$ cat src/rtl/arinc429_tx_serializer.sv
// arinc429_tx_serializer
//
// Serializes one 32-bit ARINC 429 word onto a bipolar return-to-zero line
// pair. A single-cycle i_start pulse (from the upstream pulse synchronizer)
// latches the word and its options. The word is sent as 32 bits, each bit
// being one driven half-bit followed by one NULL half-bit. A NULL gap of
// GAP_BITS bit times follows the word, and then o_done pulses.
//
// Parameters:
//   HALF_BIT_HS - clocks per half-bit at high speed
//   HALF_BIT_LS - clocks per half-bit at low speed
//   GAP_BITS    - inter-word null gap, in bit times
//
// Ports:
//   i_clk       - clock
//   i_reset_n   - asynchronous, active-low reset
//   i_start     - one-cycle start pulse
//   i_word      - word to send, i_word[0] is ARINC bit 1
//   i_speed     - 0 = high speed, 1 = low speed (sampled with i_start)
//   i_parity_en - 1 = bit 32 replaced by odd parity (sampled with i_start)
//   o_tx_a      - HI leg, 1 = line at +V
//   o_tx_b      - LO leg, 1 = line at -V
//   o_busy      - word or gap in progress
//   o_done      - one-cycle pulse at the end of the gap
//   o_drop      - one-cycle pulse when i_start arrives while busy

module arinc429_tx_serializer #(
  parameter int HALF_BIT_HS = 250,
  parameter int HALF_BIT_LS = 2000,
  parameter int GAP_BITS    = 4
) (
  input  logic        i_clk,
  input  logic        i_reset_n,
  input  logic        i_start,
  input  logic [31:0] i_word,
  input  logic        i_speed,
  input  logic        i_parity_en,
  output logic        o_tx_a,
  output logic        o_tx_b,
  output logic        o_busy,
  output logic        o_done,
  output logic        o_drop
);

  localparam int MAX_HALF   = (HALF_BIT_HS > HALF_BIT_LS) ? HALF_BIT_HS : HALF_BIT_LS;
  localparam int CNT_W      = (MAX_HALF > 1) ? $clog2(MAX_HALF) : 1;
  localparam int GAP_HALVES = 2 * GAP_BITS;
  localparam int GAP_W      = (GAP_HALVES > 1) ? $clog2(GAP_HALVES) : 1;

  localparam logic [CNT_W-1:0] HS_LOAD  = CNT_W'(HALF_BIT_HS - 1);
  localparam logic [CNT_W-1:0] LS_LOAD  = CNT_W'(HALF_BIT_LS - 1);
  localparam logic [CNT_W-1:0] CNT_ONE  = CNT_W'(1);
  localparam logic [GAP_W-1:0] GAP_LOAD = GAP_W'(GAP_HALVES - 1);
  localparam logic [GAP_W-1:0] GAP_ONE  = GAP_W'(1);

  localparam logic [1:0] IDLE  = 2'd0;
  localparam logic [1:0] HALF1 = 2'd1;
  localparam logic [1:0] HALF2 = 2'd2;
  localparam logic [1:0] GAP   = 2'd3;

  logic [1:0]       state;
  logic [31:0]      word_q;
  logic             speed_q;
  logic [4:0]       bit_idx;
  logic [CNT_W-1:0] half_cnt;
  logic [GAP_W-1:0] gap_cnt;

  logic [31:0]      start_word;
  logic [CNT_W-1:0] start_load;
  logic [CNT_W-1:0] half_load;
  logic [4:0]       next_idx;
  logic             next_bit;

  // Transmission order: the label goes out MSB first (index 0 is word bit 7,
  // index 7 is word bit 0); indices 8..31 map straight onto word bits 8..31.
  function automatic logic tx_bit(input logic [31:0] w, input logic [4:0] idx);
    if (idx[4:3] == 2'b00)
      tx_bit = w[3'd7 - idx[2:0]];
    else
      tx_bit = w[idx];
  endfunction

  // Bit 32 is either passed through or replaced by odd parity over bits 1..31.
  always_comb begin
    start_word = {(i_parity_en ? ~^i_word[30:0] : i_word[31]), i_word[30:0]};
    start_load = i_speed ? LS_LOAD : HS_LOAD;
    half_load  = speed_q ? LS_LOAD : HS_LOAD;
    next_idx   = bit_idx + 5'd1;
    next_bit   = tx_bit(word_q, next_idx);
  end

  // Main sequencer. The line legs are loaded on the same edge that enters a
  // half so they are registered and change in lock-step with the state.
  // The gap is counted as GAP_HALVES passes of the half-bit counter.
  always_ff @(posedge i_clk or negedge i_reset_n) begin
    if (!i_reset_n) begin
      state    <= IDLE;
      word_q   <= '0;
      speed_q  <= 1'b0;
      bit_idx  <= '0;
      half_cnt <= '0;
      gap_cnt  <= '0;
      o_tx_a   <= 1'b0;
      o_tx_b   <= 1'b0;
      o_busy   <= 1'b0;
      o_done   <= 1'b0;
      o_drop   <= 1'b0;
    end else begin
      o_done <= 1'b0;
      o_drop <= i_start & o_busy;
      case (state)
        IDLE: begin
          if (i_start) begin
            word_q   <= start_word;
            speed_q  <= i_speed;
            bit_idx  <= '0;
            half_cnt <= start_load;
            o_tx_a   <= i_word[7];
            o_tx_b   <= ~i_word[7];
            o_busy   <= 1'b1;
            state    <= HALF1;
          end
        end
        HALF1: begin
          if (half_cnt == '0) begin
            half_cnt <= half_load;
            o_tx_a   <= 1'b0;
            o_tx_b   <= 1'b0;
            state    <= HALF2;
          end else begin
            half_cnt <= half_cnt - CNT_ONE;
          end
        end
        HALF2: begin
          if (half_cnt == '0) begin
            half_cnt <= half_load;
            if (bit_idx == 5'd31) begin
              gap_cnt <= GAP_LOAD;
              state   <= GAP;
            end else begin
              bit_idx <= next_idx;
              o_tx_a  <= next_bit;
              o_tx_b  <= ~next_bit;
              state   <= HALF1;
            end
          end else begin
            half_cnt <= half_cnt - CNT_ONE;
          end
        end
        GAP: begin
          if (half_cnt == '0) begin
            if (gap_cnt == '0) begin
              o_busy <= 1'b0;
              o_done <= 1'b1;
              state  <= IDLE;
            end else begin
              gap_cnt  <= gap_cnt - GAP_ONE;
              half_cnt <= half_load;
            end
          end else begin
            half_cnt <= half_cnt - CNT_ONE;
          end
        end
        default: state <= IDLE;
      endcase
    end
  end

endmodule

$ cat config.mk
export PLATFORM = sky130hd
export DESIGN_NAME = arinc429_tx_serializer
export DESIGN_NICKNAME = d
export VERILOG_FILES = /design/src/rtl/arinc429_tx_serializer.sv
export SDC_FILE = /design/constraint.sdc
export NUM_CORES = 1
export LEC_CHECK = 0
export CAP_MARGIN = 5
export CORE_AREA = 2 2 81 83
export DETAILED_ROUTE_END_ITERATION = 8
export DIE_AREA = 0 0 83 85
export PLACE_DENSITY_LB_ADDON = 0.2
export SYNTH_ARGS = -nofsm -noshare
export SYNTH_HDL_FRONTEND = slang
export SYNTH_SLANG_ARGS = --single-unit
$ cat constraint.sdc
create_clock -name i_clk -period 2.8 [get_ports i_clk]
set_clock_uncertainty 0.15 [all_clocks]
set_input_delay 0.84 -clock i_clk [delete_from_list [all_inputs] [get_ports i_clk]]
set_output_delay 0.84 -clock i_clk [all_outputs]
set_load 0.03 [all_outputs]
Yosys cells after proc, flatten, opt, wreduce, memory -nomap -nowiden --
Cells that the tools add are included.
Word-level totals: ROM bits 0, memory bits (writable) 0, bits in latches 0, bits in registers 59, memories 0, logic and storage cells 95, input bits 37, output and inout bits 5
Cells by class: order comparisons 2, multiply operators 0, reductions and logical operators 17, multiplexer cells 45, div/mod/pow operators 0, bitwise operators 3, eq/ne operators 13, shifts and indexed selects 0, add/sub/neg operators 4
Operators by type and width (count):
- $mux 11 | 6
- $pmux 11 s3 | 1
- $reduce_xnor 31->1 | 1
- $mux 1 | 17
- $ne 2x2->1 const B | 8
- $mux 5 | 3
- $reduce_and 5->1 | 3
- $mux 2 | 6
- $mux 3 | 4
- $logic_not 11->1 | 1
- $sub 11x1->11 const B | 1
- $pmux 5 s2 | 1
- $pmux 2 s4 | 1
- $reduce_and 4->1 | 2
- $lt 3x6->1 const B | 1
- $lt 5x6->1 const B | 1
- $pmux 1 s3 | 2
- $pmux 3 s2 | 1
- $reduce_bool 2->1 | 3
- $add 5x1->5 const B | 1
- $bmux 1 s5 | 1
- $eq 5x5->1 const B | 1
- $eq 2x2->1 const B | 2
- $logic_not 2->1 | 2
- 12 further kinds | 14

Depth between registers and ports, before layout --
Gate-level depths: netlist (run 1).
depth in word-level cells 9, depth in mapped cells 9, gate-level depth less buffers 8

Least setup slack after synthesis (run 1) --
Ideal clock, no wire load.
kind register to register, start register bit_idx[0], end register o_tx_a, clock period less this slack 2430 ps, slack 370 ps, data arrival time 2161 ps, setup time 119 ps, required time 2531 ps, cell stages (with the launch flop) 8, buffers on the path 1, cell sequence dfrtp_1 -> ha_1 -> clkbuf_1 -> mux4_2 -> mux4_2 -> mux2i_1 -> o221ai_1 -> o21a_1
Between the ends: cells in the longest elaborated chain, start to end 8, elaborated cells between the ends (all ways) 14, those cells by class add/sub: 2; eq/ne: 2; mux: 8; reduce/logical: 2
Ends and longest elaborated chain:
- from (decl) | RTL line 64 | logic [4:0] bit_idx;
- from (signal assigned) | RTL line 141 | bit_idx <= next_idx;
- $add 5x1->5 | RTL line 88 | next_idx = bit_idx + 5'd1;
- $sub 3x3->3 | RTL line 78 | tx_bit = w[3'd7 - idx[2:0]];
- $bmux 1 s3 | RTL line 78
- $mux 1 (not written as such) | RTL line 78
- $mux 1 | RTL line 77 | if (idx[4:3] == 2'b00)
- $mux 1 | RTL line 137 | if (bit_idx == 5'd31) begin
- $mux 1 | RTL line 135 | if (half_cnt == '0) begin
- $pmux 1 s3 | RTL line 111 | case (state)
- to (signal assigned) | RTL line 118 | o_tx_a <= i_word[7];
- to (signal assigned) | RTL line 142 | o_tx_a <= next_bit;
- to (decl) | RTL line 38 | output logic o_tx_a,
Several ways; a longest one is shown, not always the timed one. The select of a mux whose other input is x is not followed. A chain may end at the register's enable or synchronous reset.

Worst setup path in the final report (run 1) --
start register bit_idx[1], end register o_tx_a
The elaborated chain is that of the path after synthesis.

==> results of run 1 <==
[power by group through the flow]
stage               clock network [mW]  registers [mW]  logic (mW)
floorplan                            0           0.871       0.108
global placement                     0           0.869       0.205
detailed placement                   0           0.869       0.207
CTS                              0.716           0.853       0.207
global route                     0.756           0.853       0.220
finish                           0.702           0.854       0.202
[critical path, stage by stage, from the launching register on]
cell	delay, ps
dfrtp_1	420
ha_1	520
mux4_2	350
mux4_2	480
mux2i_1	190
o221ai_1	150
o21a_1	130
[stage by stage]
stage | power [mW] | setup slack [ps] | hold slack (ps) | std cells
global placement | 1.07 | 210 | 324 | 412
CTS | 1.78 | 290 | 314 | 428
finish | 1.76 | 290 | 307 | 428
floorplan | 0.979 | 370 | 295 | 299
global route | 1.83 | 59.8 | 343 | 428
detailed placement | 1.08 | 173 | 333 | 412
[routing by layer]
metal	part of all wire [%]	vias up	wire length, microns	GRT usage (%)
met5	0	-	0	0
li1	-	1172	-	-
met2	48	51	3200	33.4
met1	47	1189	3150	26.5
met3	4.0	9	271	5.93
met4	1.3	0	90	6.71
[cell families (layout without fill, tap and decap cells)]
logic type               Yosys count  after routing  synth area share, %
AND/OR/NAND/NOR                   66             66                 10.1
AO/OA/AOI/OAI                     63             63                 12.0
flip-flops                        59             59                 44.1
multiplexers                      46             46                 18.8
XOR/XNOR                          33             33                 8.64
buffers and inverters             22             74                 2.65
adder cells (fa/ha/maj)           10             10                 3.74
[layout make-up]
type                            instances  area, sq um
Fill cell                             475         2150
Clock inverter                          2         10.0
Tap cell                               77         96.3
Multi-Input combinational cell        218         1780
Timing Repair Buffer                   49          490
Sequential cell                        59         1480
Clock buffer                           14          163
Inverter                                9         33.8
[flip-flops by register name, indices dropped and copies added (netlist names)]
register,count
o_drop,1
o_tx_a,1
o_tx_b,1
half_cnt,11
speed_q,1
o_busy,1
bit_idx,5
state,2
word_q,32
o_done,1
gap_cnt,3
[final timing paths]
| path | end | depth (start not counted) |
|---|---|---|
| setup / recovery | o_tx_a | 6 |
| max in group asynchronous | bit_idx[4] | 2 |
| hold / removal | half_cnt[1] | 1 |
| hold reg to reg | half_cnt[3] | 1 |
| setup reg to reg | o_tx_a | 6 |
| min in group i_clk | half_cnt[3] | 1 |
[layout by cell type (no fill, tap or decap), types with 3 or more instances in the layout]
cell type	synthesis	routed
clkdlybuf4s50_1	0	40
a31oi_1	3	3
xnor2_1	27	27
buf_4	1	6
nand2b_1	6	6
nor2_1	15	15
mux4_2	10	10
nor3b_1	3	3
clkbuf_1	10	3
xor2_1	6	6
dfrtp_1	59	59
nand3_1	5	5
and3_1	4	4
a22o_1	7	7
a21oi_1	15	15
inv_1	9	9
nor3_1	6	6
clkbuf_8	0	11
ha_1	10	10
mux2_2	34	34
o21ai_0	23	23
nand2_1	19	19
==> run_results.csv, run 1 <==
group,metric,value,unit
synthesis,synthFlopType,"dfrtp_1",
power,p_sw,0.420,mW
layout,final_area,0.00405,sq mm
route,vias_per_cell,5.66,
clocking,cts_tree,"done",
layout,area_growth,21.0,%
clocking,cts_hold_buf,0,
synthesis,synth_area,0.00335,sq mm
critical_path,crit_path_start,"bit_idx[1]",
synthesis,synthCells,299,
critical_path,start_kind,"flip-flop",
die,floorplan.io_pins,42,
timing,fin_setup_tns,0,ps
die,start_util,53.9,%
critical_path,path_max_fanout,9,
synthesis,synth_edf_count,0,
synthesis,seq_area_frac_synth,44.1,%
power,pwr-share-comb,11.5,%
power,power_density,434,mW/mm^2
clocking,insertion_delay,340,ps
grt,grt_pass1_vias,2400,
clocking,cts.sinks,59,
critical_path,r2r-start,"bit_idx[1]",
grt,grt_usage,20.4,%
route,wl_per_cell,15.7,microns
clocking,numCtsBuffers,9,
route,first_pass_iters,4,
timing,post-route-min-period,2510,ps
run,cap_violations,0,
timing,slew_violations,0,
route,wirelength,6.71,mm
timing,worstMarginPinSlew,643,ps
timing,setup_viol,0,
status,status,"completed",
layout,drive_gt1_share,20.2,%
clocking,cts-resized-gates,0,
synthesis,async_reset_ff_share,100,%
power,seq_power_share,48.5,%
layout,final_util,65.3,%
synthesis,synth_top_area_cell,"dfrtp_1",
hold_path,min_path_type,"input pin to asynchronous set/reset pin",
synthesis,syn_area_per_cell,11.2,sq um
power,p_leak,1.85,nW
die,core,0.00620,sq mm
clocking,clock-root-buffer,"clkbuf_8",
synthesis,ys_ff_latch,59,
timing,rsz0062_at_grt,"no",
synthesis,synth.most_common_cell,"dfrtp_1",
timing,period_share,89.6,%
route,dr_total_vias,2421,
layout,diodes,0,
grt,antenna_found_initial,0,
die,num_rows,29,
synthesis,syn-num-nets,346,
route,first_iter_violations,88,
power,internal_power,1.34,mW
route,drc,0,
synthesis,yosys-top-cells-area,"dfrtp_1 (44%), mux2_2 (11%), xnor2_1 (7.1%), mux4_2 (6.7%), ha_1 (3.7%)",
die,die_area,0.00706,sq mm
critical_path,critPathKind,"flip-flop to flip-flop",
clocking,h-tree-depth,3,
synthesis,synth_top_area_share,44.1,%
critical_path,crit_path_end_kind,"flip-flop",
grt,grt_pass1_wl,11.4,mm
power,pwr-share-clk,39.9,%
timing,maxSlewHeadroom,56.7,%
die,die_w,83,microns
synthesis,synthTopCellsByCount,"dfrtp_1 (59), mux2_2 (34), xnor2_1 (27), o21ai_0 (23), nand2_1 (19)",
grt,grt-ovfl-total,0,
placed_design,routabilityCongestion,0.807,
placed_design,post_dp_cell_area,0.00388,sq mm
clocking,clk_pin_slew,70,ps
timing,max_freq,0.398,GHz
power,sw_frac_of_total,23.9,%
critical_path,cp.required,2880,ps
route,ant_nets,0,
die,die_h,85,microns
grt,grt_max_degree,40,
clocking,cts_buffer_depth,2,
placed_design,dp_hpwl,5.03,mm
synthesis,synth_cell_types,42,
timing,final_hold_viol_count,0,
power,peakVddDrop,0.331,mV
clocking,post_cts_buffers,0,
synthesis,yosys_warnings,0,
layout,num-nets-final,393,
critical_path,arrival,2590,ps
critical_path,setup.reg_to_reg.worst_slack,290,ps
placed_design,port_buffers,41,
No activity file was read; power rests on OpenSTA's default activity.
==> run 2, diff against run 1 <==
--- a/config.mk
+++ b/config.mk
@@ -10,6 +10,7 @@
 export DETAILED_ROUTE_END_ITERATION = 8
 export DIE_AREA = 0 0 83 85
 export PLACE_DENSITY_LB_ADDON = 0.2
+export SLEW_MARGIN = 20
 export SYNTH_ARGS = -nofsm -noshare
 export SYNTH_HDL_FRONTEND = slang
 export SYNTH_SLANG_ARGS = --single-unit
==> results of run 2 <==
Same layout as run 1: the final DEF is identical, and so are final timing and power.
